### src/rtl/load_store_unit.sv
// Data-memory responder for the MEM stage: formats stores, runs one valid/ready bus
// transaction per access and returns extended load data. Optional: LSU_MISALIGN_TRAP_EN.
module load_store_unit #(
    parameter int ADDR_W = 32,
    parameter int DATA_W = 32
) (
    input  logic              clk,
    input  logic              rst,
    input  logic              memRead,
    input  logic              memWrite,
    input  logic [2:0]        funct3,
    input  logic [ADDR_W-1:0] addr,
    input  logic [DATA_W-1:0] storeData,
    output logic              stall,
    output logic              done,
    output logic [DATA_W-1:0] loadData,
    output logic              accessFault,
    output logic              busReqValid,
    input  logic              busReqReady,
    output logic              busWe,
    output logic [ADDR_W-1:0] busAddr,
    output logic [3:0]        busWstrb,
    output logic [DATA_W-1:0] busWdata,
    input  logic              busRspValid,
    input  logic [DATA_W-1:0] busRdata
);

    localparam logic [1:0] IDLE = 2'd0;
    localparam logic [1:0] REQ  = 2'd1;
    localparam logic [1:0] WAIT = 2'd2;
    localparam logic [1:0] DONE = 2'd3;

`ifdef LSU_MISALIGN_TRAP_EN
    localparam bit MISALIGN_TRAP = 1'b1;
`else
    localparam bit MISALIGN_TRAP = 1'b0;
`endif

    logic [1:0]        state;
    logic              req;
    logic              is_store;
    logic              legal;
    logic              misaligned;
    logic              fault;
    logic [1:0]        off;
    logic [3:0]        strb_fmt;
    logic [DATA_W-1:0] wdata_fmt;
    logic [1:0]        a_q;
    logic [2:0]        f3_q;
    logic              fault_q;
    logic [DATA_W-1:0] shifted;
    logic [DATA_W-1:0] extracted;

    // Request decode and store formatting for the access presented in IDLE.
    always_comb begin
        // NOTE: every combinational output gets a default first so no path can infer a latch.
        req        = memRead | memWrite;
        is_store   = memWrite;
        legal      = is_store ? (funct3 inside {3'b000, 3'b001, 3'b010})
                              : (funct3 inside {3'b000, 3'b001, 3'b010, 3'b100, 3'b101});
        misaligned = 1'b0;
        off        = addr[1:0];
        strb_fmt   = 4'b1111;
        wdata_fmt  = storeData;
        case (funct3[1:0])
            2'b00: begin
                strb_fmt  = 4'b0001 << off;
                wdata_fmt = {4{storeData[7:0]}};
            end
            2'b01: begin
                misaligned = addr[0];
                off        = {addr[1], 1'b0};
                strb_fmt   = 4'b0011 << off;
                wdata_fmt  = {2{storeData[15:0]}};
            end
            default: begin
                misaligned = |addr[1:0];
                off        = 2'b00;
            end
        endcase
        fault = ~legal | (MISALIGN_TRAP & misaligned);
    end

    // Load extraction from the latched offset and funct3.
    always_comb begin
        shifted = busRdata >> {a_q, 3'b000};
        case (f3_q)
            3'b000:  extracted = {{24{shifted[7]}}, shifted[7:0]};
            3'b001:  extracted = {{16{shifted[15]}}, shifted[15:0]};
            3'b100:  extracted = {24'b0, shifted[7:0]};
            3'b101:  extracted = {16'b0, shifted[15:0]};
            default: extracted = shifted;
        endcase
    end

    assign busReqValid = (state == REQ);
    assign done        = (state == DONE);
    assign accessFault = done & fault_q;
    assign stall       = req & ~done;

    always_ff @(posedge clk or posedge rst) begin
        // NOTE: datapath registers are reset too, so bus outputs and loadData read 0 after reset.
        if (rst) begin
            state    <= IDLE;
            a_q      <= 2'b00;
            f3_q     <= 3'b000;
            fault_q  <= 1'b0;
            busWe    <= 1'b0;
            busAddr  <= '0;
            busWstrb <= 4'b0000;
            busWdata <= '0;
            loadData <= '0;
        end else begin
            // NOTE: non-blocking assignments so every register samples pre-edge values.
            case (state)
                IDLE: if (req) begin
                    a_q      <= off;
                    f3_q     <= funct3;
                    fault_q  <= fault;
                    loadData <= '0;
                    if (fault) begin
                        state <= DONE;
                    end else begin
                        busWe    <= is_store;
                        busAddr  <= {addr[ADDR_W-1:2], 2'b00};
                        busWstrb <= is_store ? strb_fmt : 4'b0000;
                        busWdata <= is_store ? wdata_fmt : '0;
                        state    <= REQ;
                    end
                end
                REQ:  if (busReqReady) state <= WAIT;
                WAIT: if (busRspValid) begin
                    loadData <= busWe ? '0 : extracted;
                    state    <= DONE;
                end
                default: state <= IDLE;
            endcase
        end
    end

endmodule

### config.mk
export PLATFORM = sky130hd
export DESIGN_NAME = load_store_unit
export DESIGN_NICKNAME = d
export VERILOG_FILES = /design/src/rtl/load_store_unit.sv
export SDC_FILE = /design/constraint.sdc
export NUM_CORES = 1
export LEC_CHECK = 0
export CAP_MARGIN = 0
export CORE_ASPECT_RATIO = 0.5
export CORE_UTILIZATION = 45
export CTS_BUF_LIST = sky130_fd_sc_hd__clkbuf_16
export DETAILED_ROUTE_END_ITERATION = 16
export PLACE_DENSITY = 0.81
export SETUP_SLACK_MARGIN = 0.15
export SYNTH_ARGS = -nofsm -noshare
export SYNTH_HDL_FRONTEND = slang
export SYNTH_SLANG_ARGS = --single-unit
### constraint.sdc
create_clock -name clk -period 11.1 [get_ports clk]
set_input_delay 2.22 -clock clk [delete_from_list [all_inputs] [get_ports clk]]
set_output_delay 2.22 -clock clk [all_outputs]
set_load 0.03 [all_outputs]
==> qor.txt, run 1 <==
====================================================================================
Status                                                                     completed
Antenna violations before repair                                                   0
Cells resized by post-CTS repair                                                   0
CP cell instances                                                       clkdlybuf4s50_1 -> buf_4 -> nor2_1 -> nor2_1 -> clkdlybuf4s50_1
Largest vdd supply drop                                                    0.1070 mV
Global-route met3 utilization                                                0.05363
Setup repair after global routing missed its margin                            false
CTS sink count                                                                   107
Total standard cell area after synthesis                                    5136 um2
DIE AREA                                                                   11870 um2
Residual overflow from global routing                                              0
Fmax                                                                       166.2 MHz
Site row count                                                                    27
Final Setup Violations                                                             0
Sequential share of the synthesized area                                      0.5213
Routability congestion estimate                                               0.8258
Endpoint of the worst-slack reg-to-reg timing path                      loadData[16]
Crit path to                                                                   stall
Number of max-cap violations                                                       0
CTS Root Cell                                                           sky130_fd_sc_hd__clkbuf_16
Leakage power                                                               3.215 nW
Final Core Density                                                            0.6858
Post-layout minimum cycle time                                              6.016 ns
Wire length after detailed routing                                          13920 um
Total number of yosys warnings                                                     0
Number of hold violations in the final report                                      0
Global-route wire length before repair                                      22450 um
Antenna Violating Nets Remaining                                                   0
Setup fix buffers added after clock tree synthesis                                 0
Number of instances in the synthesized netlist                                   471
First-pass iteration count of the detailed router                                  4
Path category of the worst min-delay check                              flip-flop to flip-flop
Slowest stage delay, CP                                                      0.68 ns
Share of layout cells above drive strength 1                                  0.1145
H-tree depth                                                                       3
Met2 usage                                                                    0.4224
Clk pin slew, worst setup/hold paths                                         0.07 ns
Critical path's slowest cell                                            sky130_fd_sc_hd__clkdlybuf4s50_1
Port Buffer Count                                                                207
Number of storage elements in the synthesis netlist                              107
Critical path peak fanout                                                         24
Reg2Reg Setup Slack                                                          8.70 ns
Max Transition Viols Final                                                         0
Req. time, crit path                                                         8.88 ns
Length in cells of the worst reg-to-reg path                                       6
Clock Skews                                                              0.009162 ns
Worst Max-Slew Pin Slew                                                     1.008 ns
Distinct cells, synth                                                             39
TritonCTS clock tree                                                            done
Post-synthesis to final-layout area growth                                    47.50%
Layout Nets                                                                      768
Detailed placement HPWL                                                      9995 um
Initial drt markers                                                              218
Power per standard cell area                                            294.9 nW/um2
Core Footprint                                                             11050 um2
Vias in the first global route                                                  4294
Routed WL per cell                                                          17.20 um
Number of buffers created by CTS                                                   9
Vias                                                                            4281
Ant diodes                                                                         0
CTS max path bufs                                                                  2
Post-synth EDFFs                                                                   0
Instance count along the most critical hold path                                   2
Die Width                                                                   153.1 um
Number of remaining DRC errors                                                     0
Die Y                                                                       77.55 um
Crit start category                                                       input port
Largest net degree at the start of global routing                                106
Ys flop type                                                            sky130_fd_sc_hd__dfrtp_1
Data arrival time of the critical path                                       3.80 ns
Worst-Skew Late Latency                                                      0.34 ns
Number of hold-repair buffers added at the cts stage                               0
Final worst hold slack                                                     0.4774 ns
Critical path class                                                     input port to primary output
Syn avg cell area                                                          10.90 um2
Setup crit start                                                            memWrite
Capturing element type of the critical path                             primary output
Via count normalized by instance count                                         5.292
Tot GR Track Use                                                              0.2406
Total Neg Setup Slack                                                           0 ns
Proportion of synthesized flip-flops having asynchronous set or reset          1.000
Number of top-level pins                                                         210
Most used routing layer in global routing                                       met2
Final cycle utilization of the critical path                                  0.5419
Met1 demand-to-capacity share in global routing                               0.2953
Worst slew margin                                                             0.3278
Worst reg2reg path startpoint                                                 a_q[1]
Initial Util                                                                  0.4649
====================================================================================
==> through the flow <==
stage          area [um2]  setup WS (ns)  total power, mW  instances
2_1_floorplan        5140          5.824            1.414        472
3_3_place_gp         7266          5.092            1.882        793
3_5_place_dp         7266          5.076            1.913        793
4_1_cts              7576          5.078            2.252        809
5_1_grt              7576          5.028            2.353        809
6_report             7576          5.084            2.234        809
==> worst min path at each step <==
stage,start,endpoint,slack (ns)
finish,busWdata[16],busWdata[16],0.48
global placement,busWdata[8],busWdata[8],0.46
CTS,busWdata[20],busWdata[20],0.48
detailed placement,busWdata[16],busWdata[16],0.47
global route,busWdata[28],busWdata[28],0.51
floorplan,fault_q,fault_q,0.50
==> kinds of logic after synthesis <==
group	after synthesis	synth area share
AOI/OAI and AO/OA	112	0.1384
adders and majority gates	4	0.009745
buffers and inverters	44	0.04263
DFF	107	0.5213
muxes	84	0.1788
other	1	0.0007301
and+or+nand+nor	119	0.1084
==> worst max-delay path, delay by kind of cell <==
kind	cells	cell delay (ns)
simple gates	2	0.17
buf+inv	3	1.40
==> sequential cells by signal, indices dropped and copies added, names as in the netlist <==
| signal | cells |
|---|---|
| busWdata | 32 |
| loadData | 32 |
| busAddr | 30 |
| busWstrb | 4 |
| f3_q | 3 |
| a_q | 2 |
| state | 2 |
| busWe | 1 |
| fault_q | 1 |
==> final cells by class <==
cell class / count / area [um2]
clock inverter: 7 / 85.08
fill: 858 / 3471
inverter: 6 / 25.02
tap: 145 / 181.4
multi-input combinational: 321 / 2257
timing repair buffer: 214 / 2125
sequential: 107 / 2678
clock buffer: 9 / 225.2
==> where the power goes <==
group,total [mW],switching (mW),internal [mW]
clock network,0.334,0.138,0.195
logic,1.21,0.679,0.528
registers,0.694,0.122,0.572
==> layout by cell type (no fill, tap or decap), drive strengths merged, types with 4 or more instances in the layout <==
cell	count
ha	4
a21oi	15
o31ai	18
buf	7
nor2	16
nand2	79
a221o	16
nand3b	9
clkbuf	9
inv	7
mux2	42
mux2i	40
dfrtp	107
clkdlybuf4s50	207
nand2b	4
o21ai	54
==> cells in the mapped netlist, types with 2 or more instances <==
cell	count	share of area
sky130_fd_sc_hd__buf_4	3	0.0044
sky130_fd_sc_hd__dfrtp_1	107	0.52
sky130_fd_sc_hd__nor2b_1	2	0.0024
sky130_fd_sc_hd__mux2_2	42	0.092
sky130_fd_sc_hd__clkbuf_1	14	0.010
sky130_fd_sc_hd__buf_2	16	0.016
sky130_fd_sc_hd__ha_1	4	0.0097
sky130_fd_sc_hd__nand2b_1	4	0.0049
sky130_fd_sc_hd__nand3b_1	9	0.013
sky130_fd_sc_hd__a221o_1	16	0.031
sky130_fd_sc_hd__inv_1	5	0.0037
sky130_fd_sc_hd__nor2_1	15	0.011
sky130_fd_sc_hd__o31ai_1	18	0.026
sky130_fd_sc_hd__a21o_1	2	0.0029
sky130_fd_sc_hd__o21ai_0	53	0.052
sky130_fd_sc_hd__a21oi_1	15	0.015
sky130_fd_sc_hd__o211ai_1	2	0.0029
sky130_fd_sc_hd__or2_2	2	0.0024
sky130_fd_sc_hd__buf_1	2	0.0015
sky130_fd_sc_hd__nand2_1	79	0.058
sky130_fd_sc_hd__mux4_2	2	0.0088
sky130_fd_sc_hd__buf_6	3	0.0066
sky130_fd_sc_hd__mux2i_1	40	0.078
==> metal layers <==
metal / up-vias / wire length (um)
li1: 2037 / -
met1: 2121 / 6034
met2: 105 / 7091
met3: 18 / 543
met4: 0 / 246
met5: - / 0
No activity file was read; power rests on OpenSTA's default activity.
==> run 2: changes to the inputs <==
CORE_UTILIZATION = 39   (was 45)
PLACE_DENSITY = 0.75   (was 0.81)
clock period = 5.35 ns   (was 11.1 ns; I/O delays follow)
==> run 2 against run 1 <==
  * Power is 110% higher
  * Non-clock buffer count rose by 1
  * Sequential power up 110%
  * Setup slack lost 3.2 ns
  * Largest cell class unchanged
  * Largest power group unchanged
==> qor.txt, run 2 (synthesis gave the netlist of run 1 again) <==
================================================================================
Share of layout cells above drive strength 1                              0.1173
Residual overflow from global routing                                          0
Die Width                                                               164.3 um
Worst-Skew Late Latency                                                  0.34 ns
CTS Root Cell                                                       sky130_fd_sc_hd__clkbuf_16
Detailed placement HPWL                                                 10110 um
Ant diodes                                                                     0
Capturing element type of the critical path                         primary output
Kind of cell with the highest combined delay on the critical path   buffers and inverters
Layout Nets                                                                  769
Critical path class                                                 input port to primary output
Post-synthesis to final-layout area growth                                47.94%
Status                                                                 completed
Antenna violations before repair                                               0
Crit start category                                                   input port
Vias                                                                        4260
Number of hold violations in the final report                                  0
Wire length after detailed routing                                      14170 um
Via count normalized by instance count                                     5.102
Setup crit start                                                         memRead
CP cell instances                                                   clkdlybuf4s50_1 -> nor2_1 -> nor2_1 -> clkdlybuf4s50_1
Largest net degree at the start of global routing                            106
Post-layout minimum cycle time                                          3.487 ns
Area taken by flip-flops and latches                                    2678 um2
Clock Skews                                                          0.007590 ns
Registers with the most flip-flops                                  busWdata: 32 flops, loadData: 32 flops, busAddr: 30 flops
Vias in the first global route                                              4233
Path category of the worst min-delay check                          flip-flop to flip-flop
Routed WL per cell                                                      16.96 um
Port Buffer Count                                                            207
Min-delay src                                                       busWdata[12]
Critical path peak fanout                                                      3
Most common library cell in the layout ignoring fill and taps       sky130_fd_sc_hd__clkdlybuf4s50_1
Power per standard cell area                                        605.6 nW/um2
CTS max path bufs                                                              2
Critical path's slowest cell                                        sky130_fd_sc_hd__clkdlybuf4s50_1
TritonCTS clock tree                                                        done
Worst Max-Slew Pin Slew                                                 1.008 ns
Antenna Violating Nets Remaining                                               0
Number of buffers created by CTS                                               9
Site row count                                                                29
Req. time, crit path                                                     4.28 ns
Number of max-cap violations                                                   0
CTS sink count                                                               107
DIE AREA                                                               13660 um2
Setup fix buffers added after clock tree synthesis                             0
Total of fill cells in the finished design                                  1045
H-tree depth                                                                   3
Leakage power                                                           3.205 nW
Number of hold-repair buffers added at the cts stage                           0
Final cycle utilization of the critical path                              0.6517
Fmax                                                                   286.8 MHz
Cells resized by post-CTS repair                                               0
Worst reg2reg path startpoint                                           state[1]
Die Y                                                                   83.15 um
Reg2Reg Setup Slack                                                      3.07 ns
Final Core Density                                                        0.5966
Combined buffer and inverter count along the critical path                     2
Slowest stage delay, CP                                                  0.67 ns
Tot GR Track Use                                                          0.2148
Multi-input gate area                                                   2257 um2
Final Setup Violations                                                         0
Initial Util                                                              0.4033
Setup repair after global routing missed its margin                        false
Routability congestion estimate                                           0.8285
Max Transition Viols Final                                                     0
Initial drt markers                                                          323
Global-route wire length before repair                                  22680 um
Number of remaining DRC errors                                                 0
Total Neg Setup Slack                                                       0 ns
Number of top-level pins                                                     210
Largest vdd supply drop                                                0.2756 mV
First-pass iteration count of the detailed router                              4
Core Footprint                                                         12740 um2
Data arrival time of the critical path                                   2.42 ns
Clk pin slew, worst setup/hold paths                                     0.07 ns
Most used cells in the layout excluding fill and tap cells          sky130_fd_sc_hd__clkdlybuf4s50_1, sky130_fd_sc_hd__dfrtp_1, sky130_fd_sc_hd__nand2_1, sky130_fd_sc_hd__o21ai_0, sky130_fd_sc_hd__mux2_2
Worst slew margin                                                         0.3280
================================================================================
==> run 2: cell count changes in the layout (fill, tap and decap cells not counted) <==
cell	previous run	this run
sky130_fd_sc_hd__buf_4	7	8
sky130_fd_sc_hd__bufinv_16	2	1
sky130_fd_sc_hd__clkinv_1	1	2
sky130_fd_sc_hd__clkinv_4	0	2
sky130_fd_sc_hd__inv_1	6	4
==> run 2: path summary, 6_finish.rpt <==
path,to,cells after the start
max,stall,4
min,busWdata[12],2
max reg2reg,busAddr[27],5
min reg2reg,busWdata[12],2
max in group asynchronous,busAddr[26],3
min in group asynchronous,busAddr[21],2
==> run 2: worst min-delay path: cells and delay by family (launching register included) <==
| family | cells | cell delay (ns) |
|---|---|---|
| flip-flops | 1 | 0.34 |
| AND/OR/NAND/NOR | 1 | 0.05 |
| AO/OA/AOI/OAI | 1 | 0.06 |
==> run 2: final cells by class <==
cell class | instances | share of cell area
flip-flops and latches | 107 | 0.3524
inverters | 6 | 0.003293
well taps | 170 | 0.02799
clock inverters | 7 | 0.009056
clock buffers | 9 | 0.02964
repair buffers | 215 | 0.2806
multi-input cells | 321 | 0.2971
==> run 2: per-layer routing <==
layer  global-route usage  vias up  routed length (um)
li1                     -     2046                   -
met3              0.03896       20                 628
met2               0.3529      110                6940
met5                    0        -                   0
met1               0.2890     2084                6359
met4              0.06397        0                 237
==> run 2: metrics by stage <==
step	total power [mW]	hold slack (ns)	std cells	instance area, um2	setup WS [ns]
3_3_place_gp	3.920	0.4608	819	7305	1.881
3_5_place_dp	3.964	0.4659	819	7305	1.859
2_1_floorplan	2.933	0.4955	472	5140	1.463
4_1_cts	4.639	0.4823	835	7599	1.856
5_1_grt	4.846	0.5103	835	7599	1.784
6_report	4.602	0.4828	835	7599	1.863
==> run 2: report_power, final <==
part | internal, mW | switching [mW] | total, mW
clock network | 0.362 | 0.303 | 0.664
registers | 1.19 | 0.241 | 1.43
logic | 1.09 | 1.42 | 2.51
==> run 3: changes to the inputs <==
CORE_UTILIZATION = 43   (was 39)
PLACE_DENSITY = 0.78   (was 0.75)
clock period = 3.25 ns   (was 5.35 ns; I/O delays follow)
==> run 3 against run 2 <==
  * Worst hold slack better by 0.0027 ns
  * Combinational power is 65% higher
  * Global-route usage is 2.5 points higher
  * Sequential share of layout area is 0.093 points lower
  * Non-clock buffer count is 4 higher
  * Via count is 0.45% higher
  * Core utilization is 7.7 points higher
  * Routed wire length is 0.13% lower
  * Die area is 9.1% lower
  * Final area is 0.26% higher
  * Critical path type is now flip-flop to primary output
==> qor.txt, run 3 (synthesis gave the netlist of run 1 again) <==
============================================================================
TritonCTS clock tree                                                    done
Leakage power                                                       3.220 nW
Global-route wire length before repair                              22910 um
Core Footprint                                                     11320 um2
Largest vdd supply drop                                            0.4469 mV
Share of layout cells above drive strength 1                          0.1211
Setup fix buffers added after clock tree synthesis                         0
Number of remaining DRC errors                                             0
CTS max path bufs                                                          2
Final Core Density                                                    0.6732
Antenna Violating Nets Remaining                                           0
Length in cells of the worst reg-to-reg path                               5
Critical path peak fanout                                                  5
Pre-CTS WS                                                         0.5641 ns
Residual overflow from global routing                                      0
Port Buffer Count                                                        207
Number of top-level pins                                                 210
Layout Nets                                                              773
Worst-Skew Late Latency                                              0.35 ns
Clk pin slew, worst setup/hold paths                                 0.07 ns
Initial drt markers                                                      182
Final worst hold slack                                             0.4855 ns
Registers with the most flip-flops                              busWdata: 32 flops, loadData: 32 flops, busAddr: 30 flops
Wire length after detailed routing                                  14150 um
Worst Max-Slew Pin Slew                                            0.6647 ns
First-pass iteration count of the detailed router                          4
Reg2Reg Setup Slack                                                  1.10 ns
DIE AREA                                                           12410 um2
Post-layout minimum cycle time                                      2.492 ns
Routability congestion estimate                                       0.8292
Req. time, crit path                                                 2.60 ns
Data arrival time of the critical path                               1.84 ns
Path category of the worst min-delay check                      flip-flop to flip-flop
Power, Total                                                        7.508 mW
Max Transition Viols Final                                                 0
Number of hold violations in the final report                              0
Total Neg Setup Slack                                                   0 ns
Post-synthesis to final-layout area growth                            48.33%
Capturing element type of the critical path                     primary output
Antenna violations before repair                                           0
Inst Count DP                                                            812
CTS sink count                                                           107
CTS Root Cell                                                   sky130_fd_sc_hd__clkbuf_16
Largest net degree at the start of global routing                         44
Tot GR Track Use                                                      0.2397
Worst reg2reg path startpoint                                         a_q[1]
Design Area, Final                                                  7619 um2
Number of hold-repair buffers added at the cts stage                       0
Endpoint of the worst-slack reg-to-reg timing path              loadData[30]
Vias                                                                    4279
Most common library cell in the layout ignoring fill and taps   sky130_fd_sc_hd__clkdlybuf4s50_1
Die Y                                                               79.28 um
Crit path to                                                     accessFault
Via count normalized by instance count                                 5.168
Ant diodes                                                                 0
Cell area after placement                                           7357 um2
H-tree depth                                                               3
Die Width                                                           156.6 um
Setup crit start                                                    state[0]
Initial Util                                                          0.4538
Critical path class                                             flip-flop to primary output
Site row count                                                            27
Worst-case setup margin in the final layout                        0.7584 ns
Final Non-Filler Cells                                                   828
Power per standard cell area                                    985.5 nW/um2
Vias in the first global route                                          4427
Clock Skews                                                      0.009186 ns
Cells resized by post-CTS repair                                           0
Worst slew margin                                                     0.5568
Setup repair after global routing missed its margin                    false
Most used cells in the layout excluding fill and tap cells      sky130_fd_sc_hd__clkdlybuf4s50_1, sky130_fd_sc_hd__dfrtp_1, sky130_fd_sc_hd__nand2_1, sky130_fd_sc_hd__o21ai_0, sky130_fd_sc_hd__mux2_2
Number of buffers created by CTS                                           9
Detailed placement HPWL                                             10520 um
Fmax                                                               401.3 MHz
Number of max-cap violations                                               0
Final Setup Violations                                                     0
Routed WL per cell                                                  17.09 um
Crit start category                                                flip-flop
Status                                                             completed
Final cycle utilization of the critical path                          0.7667
============================================================================
## run 3: cell types whose count changed in the layout (fill, tap and decap cells not counted), sizes merged
cell	delta
clkdlybuf4s50	-1
clkinvlp	+2
clkinv	-1
bufinv	-1
buf	+5
## run 3: layout make-up
cell class | instances | area, um2
repair buffers | 219 | 2197
multi-input cells | 321 | 2257
well taps | 159 | 198.9
clock inverters | 7 | 36.28
clock buffers | 9 | 225.2
flip-flops and latches | 107 | 2678
fillers | 919 | 3699
inverters | 6 | 26.28
## run 3: metal layers
metal	vias to the layer above	share of wire	track usage
met5	-	0	0
met4	0	0.023	0.08235
met3	28	0.050	0.05895
met2	113	0.50	0.4143
met1	2088	0.42	0.2950
li1	2050	-	-
## run 3: worst min path at each step
stage,start,end,cells after the start
after global placement,busWdata[13],busWdata[13],2
after CTS,busWdata[16],busWdata[16],2
after global routing,busWdata[29],busWdata[29],2
after detailed placement,busWdata[19],busWdata[19],2
after floorplan,fault_q,fault_q,2
final,busWdata[9],busWdata[9],2
## run 3: worst max-delay path: stages, from the launching register on
cell and delay, ns:
sky130_fd_sc_hd__dfrtp_1 0.38, sky130_fd_sc_hd__ha_1 0.26, sky130_fd_sc_hd__and2_1 0.15, sky130_fd_sc_hd__clkdlybuf4s50_1 0.69
## run 3: power breakdown
part	total, mW	switching [mW]	leakage, nW	internal, mW
clock	0.987	0.478	0.127	0.509
combinational	4.15	2.32	1.72	1.82
sequential	2.38	0.422	1.37	1.95
